## src/rtl/pipe_stage_reg.sv

```systemverilog
// pipe_stage_reg: valid/ready pipeline stage (optional 2-entry skid, flush kill with saturating discard count); ports clk_in, rst_in (sync active-low), rdy_in freeze, flush_in, up_valid_in/up_data_in/up_ready_out, dn_valid_out/dn_data_out/dn_ready_in, occupancy_out, flushed_cnt_out
module pipe_stage_reg #(
  parameter int WIDTH = 160,
  parameter int SKID = 1,
  parameter int CLEAR_ON_EMPTY = 1
) (
  input  logic             clk_in,
  input  logic             rst_in,
  input  logic             rdy_in,
  input  logic             flush_in,
  input  logic             up_valid_in,
  input  logic [WIDTH-1:0] up_data_in,
  output logic             up_ready_out,
  output logic             dn_valid_out,
  output logic [WIDTH-1:0] dn_data_out,
  input  logic             dn_ready_in,
  output logic [1:0]       occupancy_out,
  output logic [7:0]       flushed_cnt_out
);
  localparam logic [1:0] EMPTY = 2'd0;
  localparam logic [1:0] ONE = 2'd1;
  localparam logic [1:0] TWO = 2'd2;
  logic [1:0] state_q, state_d, disc;
  logic [WIDTH-1:0] main_q, skid_q, main_d, skid_d, main_e, skid_e;
  logic [7:0] cnt_q;
  logic [8:0] cnt_sum;
  logic dn_valid_q, accept, pop;
  assign dn_valid_q = state_q != EMPTY;
  assign up_ready_out = rdy_in & ((SKID != 0) ? (state_q != TWO) : (!dn_valid_q | dn_ready_in));
  assign dn_valid_out = dn_valid_q & rdy_in;
  assign accept = up_valid_in & up_ready_out & !flush_in;
  assign pop = dn_valid_out & dn_ready_in;
  assign state_d = flush_in ? EMPTY : state_q + {1'b0, accept} - {1'b0, pop};
  assign main_e = (CLEAR_ON_EMPTY != 0) ? '0 : main_q;
  assign skid_e = (CLEAR_ON_EMPTY != 0) ? '0 : skid_q;
  assign main_d = (state_d == EMPTY) ? main_e :
                  (state_q == TWO && pop) ? skid_q :
                  (accept && (state_q == EMPTY || pop)) ? up_data_in : main_q;
  assign skid_d = (state_d != TWO) ? skid_e : (state_q == ONE) ? up_data_in : skid_q;
  assign disc = state_q - {1'b0, pop};
  assign cnt_sum = {1'b0, cnt_q} + {7'd0, disc};
  always_ff @(posedge clk_in) begin
    if (!rst_in) begin
      state_q <= EMPTY;
      main_q <= '0;
      skid_q <= '0;
      cnt_q <= '0;
    end else if (rdy_in) begin
      state_q <= state_d;
      main_q <= main_d;
      skid_q <= skid_d;
      if (flush_in) cnt_q <= cnt_sum[8] ? 8'hff : cnt_sum[7:0];
    end
  end
  assign dn_data_out = main_q;
  assign occupancy_out = state_q;
  assign flushed_cnt_out = cnt_q;
endmodule

```

## config.mk

```make
export PLATFORM = sky130hd
export DESIGN_NAME = pipe_stage_reg
export DESIGN_NICKNAME = d
export VERILOG_FILES = /design/src/rtl/pipe_stage_reg.sv
export SDC_FILE = /design/constraint.sdc
export NUM_CORES = 1
export LEC_CHECK = 0
export ABC_AREA = 1
export CAP_MARGIN = 10
export CORE_MARGIN = 1.5
export CORE_UTILIZATION = 37
export CTS_CLUSTER_SIZE = 10
export DETAILED_ROUTE_END_ITERATION = 10
export GPL_TIMING_DRIVEN = 0
export PLACE_DENSITY = 0.57
export SLEW_MARGIN = 0
export SYNTH_ARGS = -nofsm -noshare
export SYNTH_HDL_FRONTEND = slang
export SYNTH_SLANG_ARGS = --single-unit
```

## constraint.sdc

```tcl
create_clock -name clk_in -period 4.8 [get_ports clk_in]
set_clock_uncertainty 0.05 [all_clocks]
set_input_delay 0.48 -clock clk_in [delete_from_list [all_inputs] [get_ports clk_in]]
set_output_delay 0.48 -clock clk_in [all_outputs]
set_load 0.005 [all_outputs]
```

# Word level (Yosys, flattened, before mapping)

Cells that the tools add are included.

Register bits: 330

Muxes and demuxes: 7
Add/subtract/negate cells: 4
Bitwise logic cells: 5
Equal/unequal tests: 4
Reduce and logical (&&, ||, !) cells: 12

Operator list:

| cell                                           | count |
|---|---|
| two-way mux 160 bit                            | 5 |
| adder 8 x 2 -> 9 bit                           | 1 |
| two-way mux 8 bit                              | 1 |
| AND reduction 2 bit                            | 3 |
| bitwise AND 1 bit                              | 5 |
| logical NOT 2 bit                              | 2 |
| inequality test 2 bit (second input constant)  | 2 |
| nonzero test 2 bit                             | 2 |
| subtractor 2 x 1 -> 2 bit                      | 2 |
| nonzero test 3 bit                             | 1 |
| adder 2 x 1 -> 2 bit                           | 1 |
| == test 2 x 1 -> 1 bit (second input constant) | 1 |
| == test 2 bit (second input constant)          | 1 |
| logical AND 1 bit                              | 2 |
| two-way mux 2 bit                              | 1 |
| logical NOT 1 bit                              | 1 |
| logical OR 1 bit                               | 1 |

# Logic depth before layout (Yosys ltp)

Depth in word-level cells: 10
Gate-level depth with buffers: 19
Depth with buffers taken out: 17

# Least setup slack after synthesis

Ideal clock, no wire load.

Kind: register to register
From: register state_q[1], in the netlist occupancy_out[1]
To: register cnt_q[3], in the netlist flushed_cnt_out[3]
Arrival time: 2.545 ns
Cell stages (with the launch flop): 17
Library setup time: 0.115 ns
Slack: 2.089 ns
Buffers on the path: 2
Clock period less this slack: 2.711 ns
Cells stage by stage: dfxtp_1 > nor2_1 > nor3_4 > nand2_1 > buf_2 > buf_1 > nand2_1 > ha_1 > fa_1 > nand4_1 > nor2_1 > nand2_1 > nor2_1 > inv_1 > nand2_1 > o21ai_0 > inv_1

Cells in the longest elaborated chain, start to end: 6

Ends and longest elaborated chain:

| element                     | RTL line | source |
|---|---|---|
| start, declared             | 23       | `logic [1:0] state_q, state_d, disc;` |
| start signal, assigned      | 49       | `state_q <= state_d;` |
| nonzero test 2 bit          | 28       | `assign dn_valid_q = state_q != EMPTY;` |
| bitwise AND 1 bit           | 30       | `assign dn_valid_out = dn_valid_q & rdy_in;` |
| bitwise AND 1 bit           | 32       | `assign pop = dn_valid_out & dn_ready_in;` |
| subtractor 2 x 1 -> 2 bit * | 40       | `assign disc = state_q - {1'b0, pop};` |
| adder 8 x 2 -> 9 bit *      | 41       | `assign cnt_sum = {1'b0, cnt_q} + {7'd0, disc};` |
| two-way mux 8 bit *         | 52       | `if (flush_in) cnt_q <= cnt_sum[8] ? 8'hff : cnt_sum[7:0];` |
| end signal, assigned        | 52       |  |
| end, declared               | 25       | `logic [7:0] cnt_q;` |

Mark *: on every way between the ends. The rest lies on a longest branch, timed or not.
A chain may end at the register's enable or synchronous reset.

# Worst setup path after layout

From: input rdy_in
To: output up_ready_out

Cells in the longest elaborated chain, start to end: 1

Ends and longest elaborated chain:

| element           | RTL line | source |
|---|---|---|
| start, declared   | 9        | `input logic rdy_in,` |
| bitwise AND 1 bit | 29       | `assign up_ready_out = rdy_in & ((SKID != 0) ? (state_q != TWO) : (!dn_valid_q \| dn_ready_in));` |
| end, declared     | 13       | `output logic up_ready_out,` |

No other way between the ends.

==> flow_results.org <==
** Global route
- The initial antenna violation count was 9.
- The via count of the first global-routing pass was ~17000.
- Largest net degree at the start of global routing :: 11
- In the global route stage, overall resource usage came out at 24.3%.
- Total congestion overflow after global routing :: 0
- Wire length of the first global-routing pass :: between 90000 and 100000 um

** Drt
- Final routed wire length divided by cell count :: between 10 and 15 um
- In the routed design, unresolved DRC markers number 0.
- For this block, the routed nets add up to around 60000 um of wire.
- First-pass iteration count of the detailed router :: 5
- The count of nets left with antenna violations once routing finished came out at 0.
- The final route contains ~18000 vias.
- Via density per instance :: 4.53
- After the first detailed-routing iteration, the DRC count stood at 1095.

** Power
- The analysis attributes to cell leakage a power of between 10 and 15 nW.
- In this run the power density over the cells is about 340 nW/um^2.
- Maximum vdd ir drop :: 0.000289 V

** Floorplan
- Placeable core region :: about 46000 sq um
- Die outline area :: 48100 sq um
- approximately 340 I/O pins were placed.
- The die is 219 um wide.
- Measured along the y axis, the die boundary spans 219 um.
- Once the floorplan was initialized, standard cells occupied 37.4% of the core.
- The initialized floorplan defines between 70 and 80 standard-cell rows.

** Final layout
- In the final design database the tool counted between 3000 and 4000 nets.
- Synthesis-to-finish area growth :: 30.8%
- Share of layout cells above drive strength 1 :: under 10%
- Fillers :: between 4000 and 5000

** Critical path
- Startpoint kind of the worst setup timing path :: input pin
- Longest individual stage delay on the worst path :: 720 ps
- Nature of the critical path endpoint :: primary output
- Along the worst path, the maximum fanout reaches 10.
- Traced cell by cell, the critical path runs through clkdlybuf4s50_1 > buf_1 > clkbuf_1 > clkbuf_1 > nand2_1 > inv_1 > clkdlybuf4s50_1.
- Data on the critical path arrives at its endpoint at 3560 ps.
- Required time reported for the critical path endpoint :: between 4000 and 5000 ps
- Kind of critical path :: input pin to primary output
- Crit-path slowest cell :: sky130_fd_sc_hd__clkbuf_1

** CTS
- CTS built an H-tree with a depth of 2.
- The number of clock buffers added by TritonCTS is between 40 and 50.
- TritonCTS built the clock tree.
- Clock tree root driver cell :: sky130_fd_sc_hd__clkbuf_16
- Post_cts resized :: 0
- Worst-Skew Late Latency :: 560 ps
- Clock input transition at the sequential cells of the worst setup and hold paths :: roughly 50 ps
- After clock tree synthesis, the setup repair step added 0 buffers.
- The tree built by TritonCTS fans out to 330 sinks.
- Hold buffer count at cts :: 0
- Clock tree buffer depth :: 3

** Timing
- Setup-failing EPs final :: 0
- Measured against its own limit, the worst slew margin works out to approximately a quarter.
- Final worst-path cycle share :: between 80 and 90%
- Peak clock frequency supported by timing :: about 240 MHz
- Transition time at the pin with the least slew margin :: ~1100 ps
- Minimum period implied by the final worst setup slack :: approximately 4100 ps
- Fin worst setup slack :: around 710 ps
- Final Max Slew Viols :: 0
- The number of endpoints with negative hold slack in the final report was 0.
- TNS Setup :: 0 ps
- Setup repair after global routing missed its margin :: no

** Logic synthesis
- Biggest area consumer among synthesized cells :: sky130_fd_sc_hd__dfxtp_1
- Sequential cell area fraction in the yosys report :: around two fifths
- Synth Cell Area :: 17300 sq um
- After synthesis the netlist holds a flip-flop and latch count of 330.
- Fraction of post-synthesis cell area in the top cell type by area :: between 30% and 40%
- After synthesis, the mean cell area works out to between 5 and 6 sq um.
- The number of nets in the synthesized netlist is between 3000 and 4000.
- Yosys printed 0 warnings.
- In the post-synthesis netlist, the biggest area contributors are sky130_fd_sc_hd__dfxtp_1, sky130_fd_sc_hd__nor2_1, sky130_fd_sc_hd__nand2_1, sky130_fd_sc_hd__inv_1, sky130_fd_sc_hd__a21oi_1.
- Synthesis produced a netlist whose cell count is 2960.
- The number of different library cells used by synthesis comes to 24.

** Placed design
- The count of buffers added on input and output ports is approximately 340.
- Routability-driven placement finished with a final weighted congestion of ~0.83.
- Detailed placement ended at an HPWL of about 43000 um.
- Dpl ws :: a little under 700 ps

** Status
- Outcome :: finished, final reports clean

** Hold path
- Type of the most critical hold path :: flop to flop

** Flow run
- Max capacitance violation total :: 0
-- state kept, by name, summed over array words and instances, names as in the netlist --
| register | flops |
|---|---|
| occupancy_out | 2 |
| skid_q | 160 |
| flushed_cnt_out | 8 |
| dn_data_out | 160 |
-- layout make-up --
cell class	count	area, sq um	share of cell area (%)
clock inverters	1	30.0	0.133
well taps	607	759	3.35
clock buffers	60	1170	5.15
multi-input cells	1994	8090	35.7
inverters	435	1630	7.21
flip-flops and latches	330	6610	29.2
diodes	6	15.0	0.0663
repair buffers	336	3360	14.8
plain buffers	201	990	4.37
-- cell usage after synthesis --
master	number
sky130_fd_sc_hd__buf_2	83
sky130_fd_sc_hd__buf_6	10
sky130_fd_sc_hd__buf_1	21
sky130_fd_sc_hd__nand2_2	1
sky130_fd_sc_hd__fa_1	1
sky130_fd_sc_hd__inv_2	1
sky130_fd_sc_hd__a21oi_1	265
sky130_fd_sc_hd__inv_1	434
sky130_fd_sc_hd__xnor2_1	1
sky130_fd_sc_hd__nor3_4	1
sky130_fd_sc_hd__nand3b_1	1
sky130_fd_sc_hd__ha_1	3
sky130_fd_sc_hd__nand4_1	2
sky130_fd_sc_hd__a31oi_1	1
sky130_fd_sc_hd__nor2_1	843
sky130_fd_sc_hd__clkbuf_1	72
sky130_fd_sc_hd__o22ai_1	1
sky130_fd_sc_hd__nand3_1	70
sky130_fd_sc_hd__buf_4	15
sky130_fd_sc_hd__o21ai_0	72
sky130_fd_sc_hd__nand2_1	728
sky130_fd_sc_hd__nand3_2	1
sky130_fd_sc_hd__xor2_1	3
sky130_fd_sc_hd__dfxtp_1	330
-- critical path, delay by kind of cell --
| family | cells | cell delay [ps] |
|---|---|---|
| buffers and inverters | 6 | 2980 |
| and+or+nand+nor | 1 | 100 |
-- worst paths after layout --
path / start / endpoint / slack, ps / depth (start not counted)
setup / recovery: rdy_in / up_ready_out / 710 / 7
setup reg to reg: occupancy_out[1]$_SDFFE_PN0P_ / dn_data_out[107]$_SDFFE_PN0P_ / 1300 / 12
hold reg to reg: dn_data_out[1]$_SDFFE_PN0P_ / dn_data_out[1]$_SDFFE_PN0P_ / 430 / 2
hold / removal: dn_data_out[1]$_SDFFE_PN0P_ / dn_data_out[1]$_SDFFE_PN0P_ / 430 / 2
-- layer usage --
metal	share of wire, %	vias to the layer above	GRT usage (%)	routed length, um
met5	0.13	-	0	79
met1	45	7910	30.5	26400
li1	-	9519	-	-
met4	3.6	10	10.1	2140
met3	5.9	113	5.41	3480
met2	45	415	39.9	26800
-- through the flow --
| stage | util, % | cell area [sq um] | instances | hold slack [ps] | power [W] |
|---|---|---|---|---|---|
| after detailed placement | 46.3 | 21400 | 3903 | 420 | 0.00485 |
| final | 48.9 | 22700 | 3970 | 431 | 0.00769 |
| after global routing | 48.8 | 22600 | 3966 | 457 | 0.00810 |
| after global placement | 46.3 | 21400 | 3903 | 411 | 0.00483 |
| after CTS | 48.8 | 22600 | 3964 | 437 | 0.00778 |
| after floorplan | - | 17300 | 2960 | 425 | 0.00409 |
-- where the power goes --
part	internal [W]	switching (W)
clock network	0.00171	0.00118
logic	0.000744	0.000972
registers	0.00297	0.000108
-- cells in the final DEF, fill, tap and decap left out --
| master | instances |
|---|---|
| sky130_fd_sc_hd__a21oi_1 | 265 |
| sky130_fd_sc_hd__a31oi_1 | 1 |
| sky130_fd_sc_hd__buf_1 | 21 |
| sky130_fd_sc_hd__buf_2 | 83 |
| sky130_fd_sc_hd__buf_4 | 15 |
| sky130_fd_sc_hd__buf_6 | 10 |
| sky130_fd_sc_hd__bufinv_16 | 1 |
| sky130_fd_sc_hd__clkbuf_1 | 84 |
| sky130_fd_sc_hd__clkbuf_16 | 41 |
| sky130_fd_sc_hd__clkbuf_8 | 7 |
| sky130_fd_sc_hd__clkdlybuf4s50_1 | 336 |
| sky130_fd_sc_hd__dfxtp_1 | 330 |
| sky130_fd_sc_hd__diode_2 | 6 |
| sky130_fd_sc_hd__fa_1 | 1 |
| sky130_fd_sc_hd__ha_1 | 3 |
| sky130_fd_sc_hd__inv_1 | 434 |
| sky130_fd_sc_hd__inv_2 | 1 |
| sky130_fd_sc_hd__nand2_1 | 728 |
| sky130_fd_sc_hd__nand2_2 | 1 |
| sky130_fd_sc_hd__nand3_1 | 70 |
| sky130_fd_sc_hd__nand3_2 | 1 |
| sky130_fd_sc_hd__nand3b_1 | 1 |
| sky130_fd_sc_hd__nand4_1 | 2 |
| sky130_fd_sc_hd__nor2_1 | 843 |
| sky130_fd_sc_hd__nor3_4 | 1 |
| sky130_fd_sc_hd__o21ai_0 | 72 |
| sky130_fd_sc_hd__o22ai_1 | 1 |
| sky130_fd_sc_hd__xnor2_1 | 1 |
| sky130_fd_sc_hd__xor2_1 | 3 |
-- cells by family (layout without fill, tap and decap cells) --
family | count (synthesis) | count (layout) | synth area share, %
other cells | 0 | 6 | 0
fa+ha+maj | 4 | 4 | 0.332
xor+xnor | 4 | 4 | 0.202
simple gates | 1647 | 1647 | 36.4
compound gates | 339 | 339 | 9.81
buf+inv | 636 | 1033 | 15.1
flops | 330 | 330 | 38.1
Note: power is estimated with default switching activity, not from simulation.
